`config.mk`:
```
export PLATFORM = sky130hd
export DESIGN_NAME = sobel_window_ctrl
export DESIGN_NICKNAME = d
export VERILOG_FILES = /design/src/rtl/sobel_pkg.sv /design/src/rtl/sync_edge_det.sv /design/src/rtl/sobel_window_ctrl.sv
export SDC_FILE = /design/constraint.sdc
export NUM_CORES = 1
export LEC_CHECK = 0
export CAP_MARGIN = 20
export CORE_UTILIZATION = 35
export DETAILED_ROUTE_END_ITERATION = 10
export GPL_ROUTABILITY_DRIVEN = 0
export GPL_TIMING_DRIVEN = 0
export PLACE_DENSITY = 0.55
export SETUP_SLACK_MARGIN = 0.4
export SYNTH_ARGS = -nofsm -noshare
export SYNTH_HDL_FRONTEND = slang
export SYNTH_SLANG_ARGS = --single-unit
```
`constraint.sdc`:
```
create_clock -name clk -period 4.38 [get_ports clk]
set_input_delay 0.876 -clock clk [delete_from_list [all_inputs] [get_ports clk]]
set_output_delay 0.876 -clock clk [all_outputs]
set_load 0.005 [all_outputs]
```
`src/rtl/sobel_pkg.sv`:
```
// sobel_pkg: shared FSM encoding and default geometry constants for the Sobel window controller.
package sobel_pkg;
    typedef enum logic [1:0] {IDLE, WAIT_DE, ACTIVE, HBLANK} state_e;
    localparam int CNT_W_DEF = 12;
    localparam int WIDTH_DEF = 2100;
    localparam int STAT_W    = 16;
endpackage

```
`src/rtl/sync_edge_det.sv`:
```
// sync_edge_det: registers one strobe and flags its rising/falling edge against the registered copy.
module sync_edge_det (
    input  logic clk,
    input  logic rst,
    input  logic d_i,
    output logic q_o,
    output logic rise_o,
    output logic fall_o
);
    always_ff @(posedge clk or negedge rst) begin
        if (!rst) q_o <= 1'b0;
        else      q_o <= d_i;
    end
    assign rise_o = d_i & ~q_o;
    assign fall_o = ~d_i & q_o;
endmodule

```
`src/rtl/sobel_window_ctrl.sv`:
```
// sobel_window_ctrl: centre-pixel position, border/valid flags and line/frame geometry for the Sobel core.
// Defining SOBEL_WIN_STATS_EN adds the frame_cnt and ovf_cnt statistics outputs.
module sobel_window_ctrl
    import sobel_pkg::*;
#(
    parameter int WIDTH = WIDTH_DEF,
    parameter int CNT_W = CNT_W_DEF
) (
    input  logic             clk,
    input  logic             rst,
    input  logic             hsync_dl,
    input  logic             vsync_dl,
    input  logic             de_dl,
    output logic             hsync_o,
    output logic             vsync_o,
    output logic             de_o,
    output logic [CNT_W-1:0] col,
    output logic [CNT_W-1:0] row,
    output logic             win_valid,
    output logic             border,
    output logic             frame_start,
    output logic [CNT_W-1:0] line_width,
    output logic [CNT_W-1:0] frame_height,
    output logic             geom_valid,
    output logic             overflow
`ifdef SOBEL_WIN_STATS_EN
    ,
    output logic [STAT_W-1:0] frame_cnt,
    output logic [STAT_W-1:0] ovf_cnt
`endif
);
    localparam logic [CNT_W-1:0] ONE   = CNT_W'(1);
    localparam logic [CNT_W-1:0] LIMIT = CNT_W'(WIDTH);

    state_e           state_q, state_d;
    logic             hs_rise, hs_fall, v_rise, v_fall, de_rise, de_fall, unused;
    logic [CNT_W-1:0] col_q, col_d, row_q, row_d, lw_q, lw_d, fh_q, fh_d, col_inc, row_inc;
    logic             geom_q, geom_d, ovf_q, ovf_d, border_q, border_d, win_q, win_d, fs_q, fs_d;
    logic             pix, line_end, fh_upd, ovf_set, at_edge;

    sync_edge_det u_hs (.clk(clk), .rst(rst), .d_i(hsync_dl), .q_o(hsync_o), .rise_o(hs_rise), .fall_o(hs_fall));
    sync_edge_det u_vs (.clk(clk), .rst(rst), .d_i(vsync_dl), .q_o(vsync_o), .rise_o(v_rise),  .fall_o(v_fall));
    sync_edge_det u_de (.clk(clk), .rst(rst), .d_i(de_dl),    .q_o(de_o),    .rise_o(de_rise), .fall_o(de_fall));
    assign unused = ^{hs_rise, hs_fall, v_fall, de_rise};

    always_ff @(posedge clk or negedge rst) begin
        if (!rst) state_q <= IDLE;
        else      state_q <= state_d;
    end

    // vsync rise wins over every other transition, including a mid-line one
    always_comb begin
        state_d = v_rise                               ? WAIT_DE
                : (state_q == ACTIVE)                  ? (de_fall ? HBLANK : ACTIVE)
                : (state_q != IDLE && de_dl == 1'b1)   ? ACTIVE
                :                                        state_q;
    end

    always_comb begin
        pix      = de_dl & ~v_rise & (state_q != IDLE);
        line_end = de_fall & (state_q == ACTIVE);
        fh_upd   = v_rise & (state_q == ACTIVE || state_q == HBLANK);
        col_inc  = &col_q ? col_q : col_q + ONE;
        row_inc  = &row_q ? row_q : row_q + ONE;
        col_d    = pix ? ((state_q == ACTIVE) ? col_inc : '0) : col_q;
        row_d    = v_rise ? '0 : line_end ? row_inc : row_q;
        lw_d     = line_end ? col_inc : lw_q;
        fh_d     = fh_upd ? (line_end ? row_inc : row_q) : fh_q;
        geom_d   = geom_q | fh_upd;
        ovf_set  = pix & (col_d >= LIMIT);
        ovf_d    = ~v_rise & (ovf_q | ovf_set);
        // right/bottom edges only become known once a full frame has been measured
        at_edge  = col_d == '0 || row_d == '0 || (geom_q && (col_d == lw_q - ONE || row_d == fh_q - ONE));
        border_d = pix & at_edge;
        win_d    = pix & ~at_edge;
        fs_d     = pix & (state_q == WAIT_DE);
    end

    always_ff @(posedge clk or negedge rst) begin
        if (!rst) begin
            col_q    <= '0;
            row_q    <= '0;
            lw_q     <= '1;
            fh_q     <= '1;
            geom_q   <= 1'b0;
            ovf_q    <= 1'b0;
            border_q <= 1'b0;
            win_q    <= 1'b0;
            fs_q     <= 1'b0;
        end else begin
            col_q    <= col_d;
            row_q    <= row_d;
            lw_q     <= lw_d;
            fh_q     <= fh_d;
            geom_q   <= geom_d;
            ovf_q    <= ovf_d;
            border_q <= border_d;
            win_q    <= win_d;
            fs_q     <= fs_d;
        end
    end

    assign col          = col_q;
    assign row          = row_q;
    assign line_width   = lw_q;
    assign frame_height = fh_q;
    assign geom_valid   = geom_q;
    assign overflow     = ovf_q;
    assign border       = border_q;
    assign win_valid    = win_q;
    assign frame_start  = fs_q;

`ifdef SOBEL_WIN_STATS_EN
    logic [STAT_W-1:0] frame_cnt_q, ovf_cnt_q;
    always_ff @(posedge clk or negedge rst) begin
        if (!rst) begin
            frame_cnt_q <= '0;
            ovf_cnt_q   <= '0;
        end else begin
            if (fs_d) frame_cnt_q <= frame_cnt_q + STAT_W'(1);
            if (v_rise && ovf_q && !(&ovf_cnt_q)) ovf_cnt_q <= ovf_cnt_q + STAT_W'(1);
        end
    end
    assign frame_cnt = frame_cnt_q;
    assign ovf_cnt   = ovf_cnt_q;
`endif
endmodule

```
Yosys cells after proc, flatten, opt, wreduce, memory -nomap -nowiden. Cells that the tools add are included.

$add $sub $neg: 4. Magnitude comparators: 1. Equality and inequality tests: 5. Multiplexer cells: 10. Bitwise logic cells: 17. Reduce and logical (&&, ||, !) cells: 12.

Operators with widths (number): 2-to-1 mux 12 bit (6); adder 12 x 1 -> 12 bit, second input constant (2); equality test 12 bit (2); logical NOT 12 bit (2); AND reduction 12 bit (2); subtractor 12 x 1 -> 12 bit, second input constant (2); greater-or-equal comparator 12 bit, second input constant (1); bitwise AND 1 bit (11); 2-to-1 mux 2 bit (3); equality test 2 bit, second input constant (2); logical OR 1 bit (4); NOT 1 bit (4); nonzero test 3 bit (1); equality test 2 x 1 -> 1 bit, second input constant (1); logical AND 1 bit (2); OR 1 bit (2); nonzero test 2 bit (1); 2-to-1 mux 1 bit (1).

Bits in registers: 58. Input bits: 5. Output and inout port bits: 56.

Logic depth before layout (Yosys ltp). Gate-level depths: netlist of the first run.

Depth after elaboration: 12. Depth in mapped cells: 11.

By module. From an unflattened synthesis of the first run, not the netlist that was laid out.

Cell total of the unflattened synthesis: 451. Area total of the unflattened synthesis: 3988.8 um2.

Modules (own cells, without submodules): sobel_window_ctrl (instances 1, cells each 442, area an instance 3868.7 um2, seq. area each 1406.3 um2); sync_edge_det (instances 3, cells each 3, area an instance 40.0 um2, seq. area each 25.0 um2).

Worst setup path before layout of the first run. Ideal clock, no wire load.

Path kind: input-to-reg. Start: input de_dl. End: register win_q, in the netlist win_valid. Arrival: 2800 ps. Setup slack: 1461 ps. Stages on the path: 10. Buffers on the path: 2. Cells stage by stage: buf_2 -> nor4bb_1 -> buf_2 -> nand4_4 -> or4_1 -> nand3_1 -> nand4b_1 -> nor4_1 -> nand3_1 -> and3_1.

Longest elaborated chain between the ends: 11. Elaborated cells on any way between the ends: 18. Classes of those cells: eq/ne (2); mux (3); bitwise (7); reduce/logical (6).

RTL lines: start, declared (line sobel_window_ctrl.sv:13) `input logic de_dl,`; NOT 1 bit (line sync_edge_det.sv:15) `assign fall_o = ~d_i & q_o;`; bitwise AND 1 bit (line sync_edge_det.sv:15); bitwise AND 1 bit (line sobel_window_ctrl.sv:61) `line_end = de_fall & (state_q == ACTIVE);`; 2-to-1 mux 12 bit (2 in series) (line sobel_window_ctrl.sv:66) `row_d = v_rise ? '0 : line_end ? row_inc : row_q;`; equality test 12 bit (line sobel_window_ctrl.sv:73) `at_edge = col_d == '0 || row_d == '0 || (geom_q && (col_d == lw_q - ONE || row_d == fh_q - ONE));`; logical OR 1 bit (line sobel_window_ctrl.sv:73); logical AND 1 bit (line sobel_window_ctrl.sv:73); logical OR 1 bit (line sobel_window_ctrl.sv:73); NOT 1 bit (line sobel_window_ctrl.sv:75) `win_d = pix & ~at_edge;`; bitwise AND 1 bit (*) (line sobel_window_ctrl.sv:75); via win_d (line sobel_window_ctrl.sv:38) `logic geom_q, geom_d, ovf_q, ovf_d, border_q, border_d, win_q, win_d, fs_q, fs_d;`; end signal, assigned (line sobel_window_ctrl.sv:98) `win_q <= win_d;`; end, declared (line sobel_window_ctrl.sv:38).

The timed path passes the listed nets; every way through them passes the cells marked *. A chain may end at the register's enable or synchronous reset.

Worst setup path in the final report of the first run.
Start: input de_dl. End: register win_q, in the netlist win_valid.

Longest elaborated chain between the ends: 11. Elaborated cells on any way between the ends: 18. Classes of those cells: eq/ne (2); mux (3); bitwise (7); reduce/logical (6).

RTL lines: NOT 1 bit (*) (line sync_edge_det.sv:15); bitwise AND 1 bit (*) (line sync_edge_det.sv:15); bitwise AND 1 bit (*) (line sobel_window_ctrl.sv:61); 2-to-1 mux 12 bit (*) (2 in series) (line sobel_window_ctrl.sv:66); via row_d[10] (line sobel_window_ctrl.sv:37) `logic [CNT_W-1:0] col_q, col_d, row_q, row_d, lw_q, lw_d, fh_q, fh_d, col_inc, row_inc;`; equality test 12 bit (line sobel_window_ctrl.sv:73); logical OR 1 bit (line sobel_window_ctrl.sv:73); logical AND 1 bit (line sobel_window_ctrl.sv:73); logical OR 1 bit (*) (line sobel_window_ctrl.sv:73); NOT 1 bit (*) (line sobel_window_ctrl.sv:75); bitwise AND 1 bit (*) (line sobel_window_ctrl.sv:75); via win_d (line sobel_window_ctrl.sv:38).

Marked as above.

==> flow_metrics.tcl, run 1 <==
set metrics [dict create \
    grt_max_degree 39 \
    clk_pin_slew_worst_paths_ns 0.05 \
    period_minus_slack_ns 3.69 \
    die_h_um 110 \
    hold_path.class "primary input to async pin" \
    grt_pass1_vias 3724 \
    yosys.area.top_type "dfrtp_1" \
    yosys.area_share.adder_pct 1.24 \
    drc 0 \
    path_buf_inv 3 \
    synthFlopType "dfrtp_1" \
    wl_per_cell_um 19.2 \
    netlist_top_cells_area "dfrtp_1 21%, dfstp_2 16%, xnor2_1 4.5%, o21ai_0 4.5%, nand2_1 4.2%" \
    finalWorstSetupSlack_ns 0.689 \
    rsz0062_at_grt "false" \
    cp_num_cells 11 \
    critPathMaxFanout 10 \
    slew_headroom_pct 55.6 \
    muxShareOfSynthArea_pct 2.54 \
    synth_top_area_share_pct 21.0 \
    synthSimpleGateAreaFrac_pct 28.9 \
    p_leak_uw 0.00205 \
    initial_core_util_pct 36.7 \
    cts_tree "done" \
    drtPass1Iterations 5 \
    postRouteAntennaNets 0 \
    setup_tns_ns 0 \
    synth_edf_count 0 \
    core_region_area_sq_mm 0.0110 \
    final_nets 540 \
    vias 3989 \
    status "complete, no violations" \
    p_per_area_mw_per_mm2 396 \
    synth_nets 467 \
    drt_iter0_markers 265 \
    cap_violations 0 \
    cp-end-kind "flip-flop" \
    crit_arrival_ns 3.91 \
    worst_pin_slew_ns 0.649 \
    overflow 0 \
    portBuffers 60 \
    clock_sink_count 58 \
    syn_area_sq_mm 0.00405 \
    start_kind "primary input" \
    yosys_register_bits 58 \
    drv_slew 0 \
    synthCells 458 \
    r2r_setup_slack_ns 1.12 \
    synth_seq_area_share_pct 36.6 \
    cp_top_family "simple AND/OR/NAND/NOR gates" \
    critPathRequiredTime_ns 4.60 \
    finalSetupViolCount 0 \
    grt_usage_pct 23.3 \
    die_w_um 110 \
    synth-warning-count 0 \
    wl_um 13000 \
    die-area_sq_mm 0.0120 \
    grt_pass1_wl_um 20800 \
    synth_top_family_by_area "simple AND/OR/NAND/NOR gates" \
    synthDistinctLibCells 81 \
    clk_latency_ns 0.34 \
    ctsLongestPathBuffers 2 \
    cts-root-buf "clkbuf_16" \
    reg2regPathDepth 9 \
    hold_buffers 0 \
    hpwlAfterDp_um 9600 \
    critical_path_class "primary input to flip-flop" \
    crit_chain "clkdlybuf4s50_1 -> buf_2 -> nand4bb_1 -> clkbuf_1 -> nor4_1 -> mux2i_1 -> nor2_1 -> xnor2_1 -> mux2i_1 -> nand3_1 -> and3_1" \
    place_ws_ns 0.270 \
    diodes 0 \
    synth_async_sr_flop_share_pct 100 \
    finalCritPeriodShare_pct 84.3 \
    ios 61 \
    crit_slowest_cell "clkdlybuf4s50_1" \
    syn_avg_cell_area_sq_um 8.83 \
    htree_levels 3 \
    synth_compound_gate_area_share_pct 19.0 \
    synth_xor_area_share_pct 6.96 \
    fmax_mhz 271 \
    syn2layout_area_growth_pct 26.7 \
    r2r_end "win_valid" \
    crit_path_frequent_cell "mux2i_1" \
    vias_per_cell 5.90 \
    finClkSkew_ns 0.00806 \
    rows 38 \
    hold_violations 0 \
    worst_r2r_startpoint "col[1]" \
    antenna_found_initial 0 \
    critical_path.max_stage_delay_ns 0.46 \
    cts_made_buffers 9 \
    ir_drop_mv 0.215 \
    drive_gt1_share_pct 16.2 \
]
[logic make-up after synthesis]
logic type | after synthesis
xor gates and xnor gates | 30
muxes | 10
adders and majority gates | 4
DFF | 58
AOI/OAI and AO/OA | 113
and+or+nand+nor | 201
buffers and inverters | 42
[registers in the layout, indices dropped and copies added (netlist names)]
| name | cells |
|---|---|
| u_vs.q_o | 1 |
| geom_valid | 1 |
| u_hs.q_o | 1 |
| col | 12 |
| frame_height | 12 |
| state_q | 2 |
| line_width | 12 |
| border | 1 |
| row | 12 |
| win_valid | 1 |
| u_de.q_o | 1 |
| frame_start | 1 |
| overflow | 1 |
[cell usage in the layout (no fill, tap or decap), types with 5 or more instances in the layout]
cell,synthesis,routed
a21oi_1,16,16
clkbuf_16,0,9
a21o_1,6,6
a41oi_1,5,5
buf_2,15,16
nand4_1,15,15
and4_1,5,5
nor2_1,37,37
nor3_1,12,12
a31oi_1,9,9
and3_1,10,10
inv_1,14,14
clkdlybuf4s50_1,0,59
xor2_1,8,8
dfstp_2,24,24
mux2i_1,8,8
xnor2_1,21,21
o21ai_0,36,36
dfrtp_1,34,34
nand2_1,45,45
clkbuf_1,8,11
nand3_1,20,20
nand4b_1,5,5
[layer usage]
metal	track usage (%)	up-vias	part of all wire [%]
met5	0	-	0
met4	9.05	0	1.8
met3	5.10	17	8.0
met2	33.7	177	43
met1	33.5	1937	47
li1	-	1858	-
[Yosys cell counts (all sizes together), types with 4 or more instances]
master	number
xnor2	21
nor4	6
clkbuf	9
nand4b	5
and4	5
nand3b	4
dfstp	24
ha	4
or4	6
a41oi	5
inv	14
mux2i	8
o211ai	5
nor2	37
and3	12
o31ai	4
nand4	16
a21o	6
dfrtp	34
nand2	45
or3	4
a31oi	9
nand2b	4
nand3	22
nor3	14
a21oi	16
o21ai	37
buf	19
xor2	8
[layout make-up]
cell class | count | area, sq um
inverters | 14 | 52.6
multi-input cells | 358 | 2380
fillers | 1113 | 5910
well taps | 140 | 175
clock inverters | 4 | 20.0
repair buffers | 62 | 643
flip-flops and latches | 58 | 1480
plain buffers | 28 | 140
clock buffers | 12 | 236
[worst max path at each step]
stage,from,to,slack [ns]
2_1_floorplan,de_dl,win_valid,1.46
3_3_place_gp,de_dl,win_valid,0.28
3_5_place_dp,de_dl,win_valid,0.27
4_1_cts,de_dl,win_valid,0.58
5_1_grt,de_dl,win_valid,0.46
6_report,de_dl,win_valid,0.69
[report_power, final]
group / switching [uW] / leakage (uW) / internal [uW]
registers: 69.3 / 0.000703 / 608
logic: 378 / 0.00122 / 349
clock network: 248 / 0.000130 / 378
[repair_timing]
action	CTS	global route
hold endpoints to repair	0	0
resized for setup	0	1
buffers inserted	0	0
setup endpoints to repair	0	2
[through the flow]
step	area (sq um)	total power (uW)	hold WS, ns	instances	util, %
global route	5120	2150	0.330	676	46.5
detailed placement	4860	1400	0.498	660	44.1
CTS	5120	2040	0.323	676	46.4
floorplan	4050	1140	0.478	458	-
finish	5120	2030	0.332	676	46.5
global placement	4820	1380	0.493	658	43.7
Power figures use the tool's default switching activity.
==> run 2, diff against run 1 <==
--- a/config.mk
+++ b/config.mk
@@ -10,7 +10,7 @@
 export DETAILED_ROUTE_END_ITERATION = 10
 export GPL_ROUTABILITY_DRIVEN = 0
 export GPL_TIMING_DRIVEN = 0
-export PLACE_DENSITY = 0.55
+export PLACE_DENSITY = 0.57
 export SETUP_SLACK_MARGIN = 0.4
 export SYNTH_ARGS = -nofsm -noshare
 export SYNTH_HDL_FRONTEND = slang
==> constraint.sdc (replaced) <==
create_clock -name clk -period 3.1 [get_ports clk]
set_input_delay 0.62 -clock clk [delete_from_list [all_inputs] [get_ports clk]]
set_output_delay 0.62 -clock clk [all_outputs]
set_load 0.005 [all_outputs]
==> flow_metrics.tcl, run 2 (synthesized netlist as in run 1, its figures left out) <==
set metrics [dict create \
    status "complete, no violations" \
    hold_violations 0 \
    critPathRequiredTime_ns 3.32 \
    slew_headroom_pct 61.4 \
    core_region_area_sq_mm 0.0110 \
    fill_cells 1019 \
    finClkSkew_ns 0.00442 \
    drt_iter0_markers 308 \
    die-area_sq_mm 0.0120 \
    ios 61 \
    cap_violations 0 \
    die_h_um 110 \
    final_nets 579 \
    initial_core_util_pct 36.7 \
    wl_um 13400 \
    critical_path_class "flip-flop to flip-flop" \
    p_total_uw 3340 \
    worst_pin_slew_ns 0.578 \
    portBuffers 60 \
    clk_pin_slew_worst_paths_ns 0.05 \
    hold_buffers 0 \
    drv_slew 0 \
    finalWorstSetupSlack_ns 0.435 \
    hpwlAfterDp_um 9230 \
    syn2layout_area_growth_pct 48.9 \
    fmax_mhz 375 \
    layout_commonest_cell "clkdlybuf4s50_1" \
    clk_latency_ns 0.33 \
    rows 38 \
    antenna_found_initial 0 \
    finalSetupViolCount 0 \
    die_w_um 110 \
    diodes 0 \
    utilization_pct 54.6 \
    design_area_sq_mm 0.00602 \
    wl_per_cell_um 18.8 \
    startpoint "col[1]" \
    cts_tree "done" \
    overflow 0 \
    p_per_area_mw_per_mm2 554 \
    p_leak_uw 0.00240 \
    drive_gt1_share_pct 34.3 \
    layout_common_cells "57 x clkdlybuf4s50_1, 43 x nand2_1, 40 x buf_4" \
    vias 4134 \
    grt_max_degree 37 \
    drc 0 \
    multi_input_area_sq_mm 0.00287 \
    cts-root-buf "clkbuf_16" \
    place_ws_ns -0.707 \
    ir_drop_mv 0.339 \
    htree_levels 3 \
    crit_arrival_ns 2.89 \
    drtPass1Iterations 5 \
    regArea_sq_mm 0.00149 \
    grt_usage_pct 23.3 \
    grt_pass1_wl_um 21000 \
    worst_r2r_startpoint "col[1]" \
    clock_sink_count 58 \
    hold_path.class "primary input to async pin" \
    rsz0062_at_grt "true" \
    finalCritPeriodShare_pct 86.0 \
    cts_made_buffers 9 \
    cp-end-kind "flip-flop" \
    setup_tns_ns 0 \
    period_minus_slack_ns 2.66 \
    placed_cell_area_sq_mm 0.00484 \
    start_kind "flip-flop" \
    grt_pass1_vias 4015 \
    critPathMaxFanout 6 \
    vias_per_cell 5.78 \
    ctsLongestPathBuffers 2 \
    postRouteAntennaNets 0 \
]
-- run 2: cell types whose count changed in the layout (fill, tap and decap cells not counted), moves of 5 or more --
cell and change:
dfrtp_2 +5, buf_2 -5, clkbuf_1 -5, dfrtp_1 -5, mux2i_1 -6, buf_6 +7, buf_4 +38, nand3_1 -6
-- run 2: cell type report --
class	instances	area share [%]
multi-input combinational	358	47.6
clock buffer	10	3.97
clock inverter	6	1.33
buffer	28	3.49
timing repair buffer	101	15.1
inverter	14	0.872
sequential	58	24.7
tap	140	2.91
-- run 2: final timing paths --
| path | to | slack (ns) | cells after the start |
|---|---|---|---|
| worst max-delay path | win_valid | 0.44 | 9 |
| worst min-delay path | row[10] | 0.27 | 1 |
| worst max register to register | win_valid | 0.44 | 9 |
| worst min register to register | line_width[0] | 0.50 | 2 |
| max in group asynchronous | line_width[9] | 2.18 | 2 |
| min in group clk | u_de.q_o | 0.44 | 1 |
-- run 2: routing by layer --
metal  wire length [um]  track usage, %  part of all wire (%)  up-vias
li1                   -               -                     -     1941
met1               5770            29.6                    43     2007
met2               6620            39.4                    49      154
met3                711            3.73                   5.3       32
met4                343            9.71                   2.6        0
met5                  0               0                     0        -
-- run 2: power by group --
part	switching, uW	internal, uW	total (uW)
sequential	91.2	860	951
clock	358	719	1080
combinational	646	663	1310
-- run 2: timing repair --
item                       in CTS  in global routing
resized for setup              78                 50
buffers inserted               26                 13
pin swaps                      21                 29
setup endpoints to repair       3                  2
cloned                          1                  0
-- run 2: per-stage QoR --
stage,instances,hold WS (ns)
floorplan,458,0.324
global placement,658,0.485
detailed placement,659,0.496
CTS,702,0.298
global route,715,0.322
finish,715,0.270
-- run 2: critical path, stage by stage (launching register included) --
cell and delay, ns:
dfrtp_2 0.44, ha_2 0.24, and3_4 0.23, a31oi_4 0.23
mux2i_2 0.30, a21boi_0 0.12, or3b_2 0.51, nor4_4 0.19
nand3_1 0.12, and3_4 0.19
==> run 3, diff against run 2 <==
--- a/config.mk
+++ b/config.mk
@@ -5,7 +5,8 @@
 export SDC_FILE = /design/constraint.sdc
 export NUM_CORES = 1
 export LEC_CHECK = 0
-export CAP_MARGIN = 20
+export CAP_MARGIN = 10
+export CORE_MARGIN = 5
 export CORE_UTILIZATION = 35
 export DETAILED_ROUTE_END_ITERATION = 10
 export GPL_ROUTABILITY_DRIVEN = 0
==> flow_metrics.tcl, run 3 (synthesized netlist as in run 1, its figures left out) <==
set metrics [dict create \
    status "complete, no violations" \
    cts_tree "done" \
    postRouteAntennaNets 0 \
    rows 39 \
    ctsLongestPathBuffers 2 \
    grt_max_degree 39 \
    vias 4184 \
    critical_path_class "flip-flop to flip-flop" \
    p_leak_uw 0.00238 \
    critPathMaxFanout 10 \
    final_nets 580 \
    finClkSkew_ns 0.00549 \
    layout.cells.non_filler 719 \
    core_region_area_sq_mm 0.0114 \
    hold_buffers 0 \
    p_int_uw 2200 \
    finalCritPeriodShare_pct 89.3 \
    die-area_sq_mm 0.0138 \
    grt_usage_pct 19.8 \
    rsz0062_at_grt "true" \
    grt_pass1_vias 4251 \
    start_kind "flip-flop" \
    hold_violations 0 \
    syn2layout_area_growth_pct 47.2 \
    portBuffers 60 \
    clk_latency_ns 0.33 \
    cts_made_buffers 9 \
    drt_iter0_markers 211 \
    utilization_pct 52.4 \
    diodes 0 \
    p_sw_uw 1080 \
    placed_cell_area_sq_mm 0.00484 \
    clk_pin_slew_worst_paths_ns 0.05 \
    grt_pass1_wl_um 22400 \
    finalWorstSetupSlack_ns 0.332 \
    drv_slew 0 \
    cap_violations 0 \
    htree_levels 3 \
    slew_headroom_pct 65.7 \
    drc 0 \
    crit_arrival_ns 2.99 \
    finalSetupViolCount 0 \
    period_minus_slack_ns 2.77 \
    seqPwrFrac_pct 28.7 \
    wl_per_cell_um 19.5 \
    cp-end-kind "flip-flop" \
    layout_commonest_cell "clkdlybuf4s50_1" \
    die_w_um 118 \
    ios 61 \
    p_per_area_mw_per_mm2 552 \
    antenna_found_initial 0 \
    design_area_sq_mm 0.00595 \
    swShare_pct 32.9 \
    critPathRequiredTime_ns 3.32 \
    initial_core_util_pct 35.6 \
    die_h_um 118 \
    hold_path.class "primary input to async pin" \
    timing.hold.ws_ns 0.259 \
    drtPass1Iterations 5 \
    cts-root-buf "clkbuf_16" \
    hpwlAfterDp_um 9480 \
    fmax_mhz 361 \
    clock_sink_count 58 \
    wl_um 14000 \
    drive_gt1_share_pct 32.5 \
    worst_pin_slew_ns 0.514 \
    vias_per_cell 5.82 \
    ir_drop_mv 0.321 \
    dp_cells 662 \
    pwr-share-comb_pct 37.9 \
    clockPowerShare_pct 33.4 \
    overflow 0 \
    layout_common_cells "57 x clkdlybuf4s50_1, 44 x nand2_1, 43 x buf_4" \
    place_ws_ns -0.672 \
]
[run 3: path summary, 6_finish.rpt]
path / slack, ns / end / start / cells past startpoint
max reg2reg: 0.33 / win_valid / state_q[0] / 11
min reg2reg: 0.51 / line_width[0] / line_width[0] / 2
min in group clk: 0.44 / u_de.q_o / de_dl / 1
max in group asynchronous: 2.19 / line_width[3] / rst / 2
max: 0.33 / win_valid / state_q[0] / 11
min: 0.26 / col[10] / rst / 1
[run 3: final cells by class]
cell class	count	area [sq um]
Fill cell	1059	5420
Multi-Input combinational cell	358	2780
Sequential cell	58	1490
Timing Repair Buffer	102	925
Clock buffer	10	239
Buffer	28	199
Tap cell	143	179
Clock inverter	6	90.1
Inverter	14	52.6
[run 3: critical path: stages (launching register included)]
cell and delay [ns]:
dfrtp_1 0.40, buf_6 0.16, nor4bb_4 0.31, buf_4 0.19, buf_4 0.12, nand4_1 0.12
o211ai_1 0.37, o2111ai_1 0.19, o311a_1 0.19, nor4_4 0.30, nand3_1 0.11, and3_4 0.18
[run 3: routing by layer]
metal	routed length [um]	up-vias	track usage, %
met4	533	0	8.39
met3	923	40	4.85
met1	5660	2011	24.3
li1	-	1948	-
met5	0	-	0
met2	6910	185	33.0
[run 3: what timing repair did]
action,in CTS,in global routing
endpoints found under the hold margin,0,0
gates cloned,1,0
pin swaps,21,22
gates resized for setup,71,35
setup endpoints to repair,3,3
buffers inserted,23,17
[run 3: power groups by stage]
stage	registers, uW	logic [uW]	clock network [uW]
finish	943	1240	1100
global route	959	1350	1150
CTS	937	1120	1130
detailed placement	960	1000	0
global placement	958	984	0
floorplan	943	664	0
[run 3: through the flow]
stage               total power (uW)  TNS [ns]
finish                          3280         0
global route                    3460         0
CTS                             3190         0
detailed placement              1960     -1.47
global placement                1940    -19.48
floorplan                       1610         0
